===== src/rtl/fc_layer_ctrl.sv =====
// Fully-connected layer controller: walks addr/sel/grp counters, drives feature/weight
// read addresses (2-cycle pipeline) and delay-aligned mac_en/clr/o_wr_en/done strobes.
module fc_layer_ctrl #(
    parameter int BANK_DEPTH = 25,
    parameter int N_BANK     = 16,
    parameter int N_GRP      = 1,
    parameter int MAC_DLY    = 4,
    parameter int CLR_DLY    = 5,
    parameter int WR_DLY     = 9,
    localparam int AW = (BANK_DEPTH > 1) ? $clog2(BANK_DEPTH) : 1,
    localparam int SW = (N_BANK > 1) ? $clog2(N_BANK) : 1,
    localparam int WW = (BANK_DEPTH*N_BANK*N_GRP > 1) ? $clog2(BANK_DEPTH*N_BANK*N_GRP) : 1,
    localparam int GW = (N_GRP > 1) ? $clog2(N_GRP) : 1
) (
    input  logic          clk,
    input  logic          rst_n,
    input  logic          start,
    input  logic          stall,
    input  logic          abort,
    output logic [AW-1:0] f_raddr,
    output logic [SW-1:0] f_sel,
    output logic [WW-1:0] w_raddr,
    output logic          mac_en,
    output logic          clr,
    output logic          o_wr_en,
    output logic [GW-1:0] o_waddr,
    output logic          busy,
    output logic          done
);

    typedef enum logic [2:0] {
        IDLE  = 3'b001,
        RUN   = 3'b010,
        DRAIN = 3'b100
    } state_t;

    localparam logic [AW-1:0] A_LAST = AW'(BANK_DEPTH - 1);
    localparam logic [SW-1:0] S_LAST = SW'(N_BANK - 1);
    localparam logic [GW-1:0] G_LAST = GW'(N_GRP - 1);

    state_t r_state, w_next;

    logic [AW-1:0] r_addr;
    logic [SW-1:0] r_sel;
    logic [GW-1:0] r_grp;

    logic w_issue, w_grp_start, w_grp_end, w_last;
    logic [GW-1:0] w_wr_grp;

    logic [MAC_DLY-1:0]         r_mac_pipe;
    logic [CLR_DLY-1:0]         r_clr_pipe;
    logic [WR_DLY-1:0]          r_wr_pipe;
    logic [WR_DLY-1:0][GW-1:0]  r_wg_pipe;
    logic [WR_DLY:0]            r_done_pipe;
    logic                       r_s1_vld;

    logic [WW-1:0] r_s1_base, r_s1_goff, r_w_raddr;
    logic [AW-1:0] r_s1_addr, r_f_raddr;
    logic [SW-1:0] r_s1_sel, r_f_sel;

    assign w_issue     = (r_state == RUN) && !stall;
    assign w_grp_start = w_issue && (r_addr == '0) && (r_sel == '0);
    assign w_grp_end   = w_issue && (r_addr == A_LAST) && (r_sel == S_LAST);
    assign w_last      = w_grp_end && (r_grp == G_LAST);
    assign w_wr_grp    = w_grp_end ? r_grp : '0;

    always_ff @(posedge clk or negedge rst_n) begin
        if (!rst_n) r_state <= IDLE;
        else        r_state <= w_next;
    end

    always_comb begin
        w_next = r_state;
        if (abort) begin
            w_next = IDLE;
        end else begin
            case (r_state)
                IDLE:    if (start)  w_next = RUN;
                RUN:     if (w_last) w_next = DRAIN;
                DRAIN:   if (done)   w_next = IDLE;
                default: w_next = IDLE;
            endcase
        end
    end

    // Counters and strobe delay lines; abort wipes everything still in flight.
    always_ff @(posedge clk or negedge rst_n) begin
        if (!rst_n) begin
            r_addr      <= '0;
            r_sel       <= '0;
            r_grp       <= '0;
            r_mac_pipe  <= '0;
            r_clr_pipe  <= '0;
            r_wr_pipe   <= '0;
            r_wg_pipe   <= '0;
            r_done_pipe <= '0;
            r_s1_vld    <= 1'b0;
        end else if (abort) begin
            r_addr      <= '0;
            r_sel       <= '0;
            r_grp       <= '0;
            r_mac_pipe  <= '0;
            r_clr_pipe  <= '0;
            r_wr_pipe   <= '0;
            r_wg_pipe   <= '0;
            r_done_pipe <= '0;
            r_s1_vld    <= 1'b0;
        end else begin
            r_mac_pipe  <= {r_mac_pipe[MAC_DLY-2:0], w_issue};
            r_clr_pipe  <= {r_clr_pipe[CLR_DLY-2:0], w_grp_start};
            r_wr_pipe   <= {r_wr_pipe[WR_DLY-2:0], w_grp_end};
            r_wg_pipe   <= {r_wg_pipe[WR_DLY-2:0], w_wr_grp};
            r_done_pipe <= {r_done_pipe[WR_DLY-1:0], w_last};
            r_s1_vld    <= w_issue;
            if (w_issue) begin
                if (r_addr == A_LAST) begin
                    r_addr <= '0;
                    if (r_sel == S_LAST) begin
                        r_sel <= '0;
                        r_grp <= (r_grp == G_LAST) ? '0 : r_grp + 1'b1;
                    end else begin
                        r_sel <= r_sel + 1'b1;
                    end
                end else begin
                    r_addr <= r_addr + 1'b1;
                end
            end
        end
    end

    // Weight address split: stage 1 forms the two partial products, stage 2 adds them.
    always_ff @(posedge clk or negedge rst_n) begin
        if (!rst_n) begin
            r_s1_base <= '0;
            r_s1_goff <= '0;
            r_s1_addr <= '0;
            r_s1_sel  <= '0;
            r_w_raddr <= '0;
            r_f_raddr <= '0;
            r_f_sel   <= '0;
        end else begin
            if (w_issue) begin
                r_s1_base <= WW'(r_addr) + WW'(r_sel) * WW'(BANK_DEPTH);
                r_s1_goff <= WW'(r_grp) * WW'(BANK_DEPTH * N_BANK);
                r_s1_addr <= r_addr;
                r_s1_sel  <= r_sel;
            end
            if (r_s1_vld) begin
                r_w_raddr <= r_s1_base + r_s1_goff;
                r_f_raddr <= r_s1_addr;
                r_f_sel   <= r_s1_sel;
            end
        end
    end

    assign f_raddr = r_f_raddr;
    assign f_sel   = r_f_sel;
    assign w_raddr = r_w_raddr;
    assign mac_en  = r_mac_pipe[MAC_DLY-1];
    assign clr     = r_clr_pipe[CLR_DLY-1];
    assign o_wr_en = r_wr_pipe[WR_DLY-1];
    assign o_waddr = r_wg_pipe[WR_DLY-1];
    assign done    = r_done_pipe[WR_DLY];
    assign busy    = (r_state != IDLE);

endmodule

===== config.mk =====
export PLATFORM = sky130hd
export DESIGN_NAME = fc_layer_ctrl
export DESIGN_NICKNAME = d
export VERILOG_FILES = /design/src/rtl/fc_layer_ctrl.sv
export SDC_FILE = /design/constraint.sdc
export NUM_CORES = 1
export LEC_CHECK = 0
export ABC_AREA = 0
export CORE_MARGIN = 2
export CORE_UTILIZATION = 51
export CTS_BUF_LIST = sky130_fd_sc_hd__clkbuf_16
export DETAILED_ROUTE_END_ITERATION = 8
export PLACE_DENSITY = 0.73
export SLEW_MARGIN = 10
export SYNTH_ARGS = -nofsm -noshare
export SYNTH_HDL_FRONTEND = slang
export SYNTH_SLANG_ARGS = --single-unit

===== constraint.sdc =====
create_clock -name clk -period 2.7 [get_ports clk]
set_clock_uncertainty 0.15 [all_clocks]
set_input_delay 0.675 -clock clk [delete_from_list [all_inputs] [get_ports clk]]
set_output_delay 0.675 -clock clk [all_outputs]
set_load 0.05 [all_outputs]

Word level (Yosys, flattened, before mapping)
Index checks and enable logic that the tools add are counted.

operators by class
  bitwise logic cells = 1
  mux-type cells = 24
  add/sub/neg operators = 5
  reductions and logical operators = 15
  equal/unequal tests = 9
  multipliers = 2

operators by type and width
  kind                   count
  $mux W4                5
  $mux W5                4
  $mux W9                2
  $mux W3                4
  $mux W10               1
  $add A5 B9 Y9          1
  $add A9 B9 Y9          1
  $mul A4 B5 Y9 const B  1
  $ne A3 B3 Y1 const B   3
  $pmux W3 S3            1
  $mux W1                7
  $logic_and A1 B1 Y1    6
  $reduce_and A3 Y1      2
  $reduce_bool A2 Y1     3
  $add A5 B1 Y5 const B  1
  $eq A5 B5 Y1 const B   1
  $logic_not A5 Y1       1
  $mul A1 B5 Y5 const B  1
  $add A4 B1 Y4 const B  1
  $eq A4 B4 Y1 const B   1
  $logic_not A4 Y1       1
  $eq A3 B1 Y1 const B   1
  $eq A3 B2 Y1 const B   1
  $eq A3 B3 Y1 const B   1
  5 further kinds        5

storage, ports and cells
  input bits = 5
  word-level logic and storage cells = 81
  bits in registers = 92
  output and inout bits = 24

Longest topological paths before layout
  depth in word-level cells = 8
  depth in mapped cells = 9
  gate-level depth less buffers = 9

Worst setup path before layout
OpenSTA, ideal clock, no wires.

  path type = register to register
  start point = reg r_sel[0]
  end point = reg r_s1_base[8]
  buffers on the path = 0
  path slack = 0.107 ns
  period minus slack after synthesis = 2.593 ns
  cell stages (with the launch flop) = 10
  data required time = 2.426 ns
  arrival time = 2.319 ns
  path through = dfrtp_1 inv_1 ha_1 fa_1 ha_1 o21ai_0 nor2_1 o31ai_1 nor2_1 a211o_1

on the way
  longest elaborated chain between the ends = 2

ends and longest elaborated chain
  item                    RTL line  text
  from (decl)             44        logic [SW-1:0] r_sel;
  from (signal assigned)  122       r_sel <= r_sel + 1'b1;
  $mul A4 B5 Y9           143       r_s1_base <= WW'(r_addr) + WW'(r_sel) * WW'(BANK_DEPTH);
  $add A5 B9 Y9           143
  to (signal assigned)    143
  to (decl)               57        logic [WW-1:0] r_s1_base, r_s1_goff, r_w_raddr;

Every way passes these cells.
A chain may end at the register's enable or synchronous reset.

Worst setup path after layout
Same ends and word-level chain as after synthesis.

==> impl_summary.log <==
INFO  metric synthToLayoutAreaGrowth = 26.0%
INFO  metric route.final.wire_length = between 5 and 6 mm
INFO  metric reg_area = 1680 µm²
INFO  metric timing.rr.start = r_sel[0]$_DFFE_PN0P_
INFO  metric routed-wl-met3 = 303 µm
INFO  metric worstReg2RegEnd = r_s1_base[8]$_DFFE_PN0N_
INFO  metric placedInstanceArea = roughly 3500 µm²
INFO  metric drive_gt1_frac = 0.165
INFO  metric vdd_drop_max = between 400 and 500 µV
INFO  metric synth_cell_type_count = ~40
INFO  metric io_pins = 29
INFO  metric fin_total_pwr = between 2 and 3 mW
INFO  metric drc_errors = 0
INFO  metric synth_top_area_share = 0.539
INFO  metric worst-path-max-fanout = 4
INFO  metric grt_pass1_vias = approximately 2000
INFO  metric n_antenna_cell = 0
INFO  metric final_core_utilization = 0.660
INFO  metric detail_route.wl_per_cell = around 15 µm
INFO  metric leakage = 1.87 nW
INFO  metric run_status = completed
INFO  metric antenna_found_initial = 0
INFO  metric cts.path.max_buffers = 2
INFO  metric clk-insertion-delay-late = around 330 ps
INFO  metric synth_async_reset_ratio = 1.00
INFO  metric clock_sink_count = 67
INFO  metric finalWeightedCongestion = between 0.8 and 0.9
INFO  metric finalCriticalPeriod = about 2600 ps
INFO  metric critPathArrivalTime = approximately 2700 ps
INFO  metric avgSynthCellArea = around 11 µm²
INFO  metric std_cell_rows = 28
INFO  metric drv_slew = 0
INFO  metric worstSetupPathType = reg -> reg
INFO  metric min-delay-path-class = in -> async
INFO  metric route.antenna.remaining_nets = 0
INFO  metric detailedPlacementHpwl = ~3.9 mm
INFO  metric chipWidth = between 80 and 90 µm
INFO  metric start_util = 0.524
INFO  metric worst_ep_required_time = 2760 ps
INFO  metric start_kind = register
INFO  metric grtUsageTotal = 0.191
INFO  metric multi_input_combinational_cell_area = 1330 µm²
INFO  metric final_design_area_no_fill = about 3900 µm²
INFO  metric cell_chosen_for_the_clock_root = sky130_fd_sc_hd__clkbuf_16
INFO  metric postSynthRegisterBits = between 60 and 70
INFO  metric yosys_warnings = 0
INFO  metric cts_made_buffers = 9
INFO  metric synth_top_flop_cell = sky130_fd_sc_hd__dfrtp_1
INFO  metric gr-total-overflow = 0
INFO  metric synth.top_cells.by_area = sky130_fd_sc_hd__dfrtp_1 54%, sky130_fd_sc_hd__ha_1 9.0%, sky130_fd_sc_hd__mux2_2 6.6%
INFO  metric count_of_endpoints_failing_setup_in_the_final_report = 0
INFO  metric htree_num_levels = 3
INFO  metric io_buffer_count = 27
INFO  metric via_count = approximately 2100
INFO  metric vert_die_dim = about 82 µm
INFO  metric worst_slew_margin_rel = 0.474
INFO  metric grt_first_pass_wirelength = 9.41 mm
INFO  metric core_region_area = between 5000 and 6000 µm²
INFO  metric power-per-cell-area = approximately 650 nW/µm²
INFO  metric tightest_slew = slightly below 800 ps
INFO  metric finalHoldViolations = 0
INFO  metric critical_path_end_type = register
INFO  metric library_cell_with_the_highest_instance_count_after_synthesis = sky130_fd_sc_hd__dfrtp_1
INFO  metric clk_pin_slew = roughly 60 ps
INFO  metric tritoncts_clock_tree = yes
INFO  metric grt_start_max_net_pins = 36
INFO  metric fmaxAchievable = 381 MHz
INFO  metric yosys.area.top_type = sky130_fd_sc_hd__dfrtp_1
INFO  metric finalNetCount = 339
INFO  metric cts-hold-fix-buffers = 0
INFO  metric synth.cell_area = approximately 3100 µm²
INFO  metric synthesized_netlist_cell_count = roughly 270
INFO  metric timing.reg2reg.setup_slack = 70 ps
INFO  metric cap_viol_max_count = 0
INFO  metric dieArea = roughly 6600 µm²
INFO  metric ff2ff_path_depth = 9
INFO  metric synth.yosys.seq_area_share = 0.547
INFO  metric top_signal_layer_used = met4
INFO  metric post_synth_net_total = 301
INFO  metric vias_per_cell = ~5.4
INFO  metric synth_top_cells_by_count = 66 x sky130_fd_sc_hd__dfrtp_1, 34 x sky130_fd_sc_hd__nand2_1, 22 x sky130_fd_sc_hd__ha_1
INFO  metric met2_wire_length = around 2.7 mm
INFO  metric period_share = 0.972
INFO  metric drt-pass1-iter-count = 4
INFO  metric filler_cell_count = about 450
INFO  metric number_of_enable_flip_flop_cells_after_synthesis = 0
INFO  metric drt-initial-drc-count = 98
INFO  metric drt-met1-wl = 2.73 mm
-- metrics by stage --
| stage | TNS, ps | hold slack, ps | cells | setup WS [ps] |
|---|---|---|---|---|
| after floorplan | 0 | 229 | 272 | 107 |
| after global placement | 0 | 291 | 373 | 111 |
| after CTS | 0 | 237 | 389 | 68.9 |
| after global routing | -3.79 | 259 | 390 | -3.79 |
| final | 0 | 227 | 390 | 74.7 |
| after detailed placement | -9.61 | 302 | 373 | -9.61 |
-- final cells by class --
class                      count  area share
clock inverter                 7      0.0363
inverter                      10     0.00972
sequential                    67       0.434
clock buffer                   9      0.0583
multi-input combinational    184       0.344
tap                           75      0.0243
timing repair buffer          38      0.0933
-- placed cells by master, fill, tap and decap left out, types with 2 or more instances in the layout --
cell,instances
sky130_fd_sc_hd__a21o_1,2
sky130_fd_sc_hd__o21a_1,2
sky130_fd_sc_hd__nand2_1,34
sky130_fd_sc_hd__o21ai_1,3
sky130_fd_sc_hd__nor2b_1,19
sky130_fd_sc_hd__bufinv_16,4
sky130_fd_sc_hd__nand2b_1,2
sky130_fd_sc_hd__ha_1,21
sky130_fd_sc_hd__mux2_2,18
sky130_fd_sc_hd__a21oi_1,7
sky130_fd_sc_hd__clkdlybuf4s50_1,26
sky130_fd_sc_hd__nand3b_1,2
sky130_fd_sc_hd__a211oi_1,3
sky130_fd_sc_hd__fa_1,2
sky130_fd_sc_hd__dfrtp_1,66
sky130_fd_sc_hd__mux2i_1,2
sky130_fd_sc_hd__nand3_1,7
sky130_fd_sc_hd__buf_4,10
sky130_fd_sc_hd__nor2_1,16
sky130_fd_sc_hd__nand4_1,2
sky130_fd_sc_hd__inv_1,11
sky130_fd_sc_hd__nand4b_1,4
sky130_fd_sc_hd__clkbuf_16,9
sky130_fd_sc_hd__o21ai_0,16
sky130_fd_sc_hd__o31ai_1,3
-- worst max-delay path by stage --
stage	startpoint	end	cells after the start
global route	r_sel[0]$_DFFE_PN0P_	r_s1_base[8]$_DFFE_PN0N_	9
CTS	r_sel[0]$_DFFE_PN0P_	r_s1_base[8]$_DFFE_PN0N_	9
floorplan	r_sel[0]$_DFFE_PN0P_	r_s1_base[8]$_DFFE_PN0N_	9
global placement	r_sel[0]$_DFFE_PN0P_	r_s1_base[8]$_DFFE_PN0N_	9
finish	r_sel[0]$_DFFE_PN0P_	r_s1_base[8]$_DFFE_PN0N_	9
detailed placement	r_sel[0]$_DFFE_PN0P_	r_s1_base[8]$_DFFE_PN0N_	9
-- state kept, by name, indices dropped and copies added (netlist names) --
register and cells:
r_done_pipe 10, r_mac_pipe 4, r_sel 4, r_addr 5, r_clr_pipe 5, w_raddr 9, r_s1_base 9, f_raddr 5
f_sel 4, r_s1_sel 4, r_s1_addr 5, r_state 3
-- what timing repair did --
item                                    4_1_cts  5_1_grt
resized for setup                             1        2
setup buffers                                 0        1
pin swaps                                     0        1
endpoints found under the setup margin        2        2
-- cells by family after synthesis --
logic type | Yosys count | synth area share
buffers and inverters | 21 | 0.0273
AOI/OAI and AO/OA | 44 | 0.0889
muxes | 20 | 0.0726
adders and majority gates | 24 | 0.103
DFF | 67 | 0.547
and+or+nand+nor | 93 | 0.154
other | 1 | 0.00122
xor gates and xnor gates | 2 | 0.00571
-- critical path, stage by stage, from the launching register on --
cell and delay [ps]:
sky130_fd_sc_hd__dfrtp_1 370, sky130_fd_sc_hd__inv_1 60, sky130_fd_sc_hd__ha_1 320, sky130_fd_sc_hd__fa_1 540
sky130_fd_sc_hd__ha_4 220, sky130_fd_sc_hd__o21ai_0 70, sky130_fd_sc_hd__nor2_1 100, sky130_fd_sc_hd__o31ai_2 300
sky130_fd_sc_hd__nor2_1 100, sky130_fd_sc_hd__a211o_1 280
-- layer usage --
| layer | global-route usage | up-vias |
|---|---|---|
| li1 | - | 1016 |
| met5 | 0 | - |
| met1 | 0.256 | 1028 |
| met4 | 0.0610 | 0 |
| met2 | 0.303 | 54 |
| met3 | 0.0527 | 10 |
-- where the power goes --
part           switching (mW)  leakage [nW]  internal (mW)  total (mW)
clock network           0.423         0.177          0.994        1.42
registers             0.00811         0.932           1.01        1.02
logic                  0.0581         0.765         0.0249      0.0830
total                   0.489          1.87           2.03        2.52
Note: power is estimated with default switching activity, not from simulation.
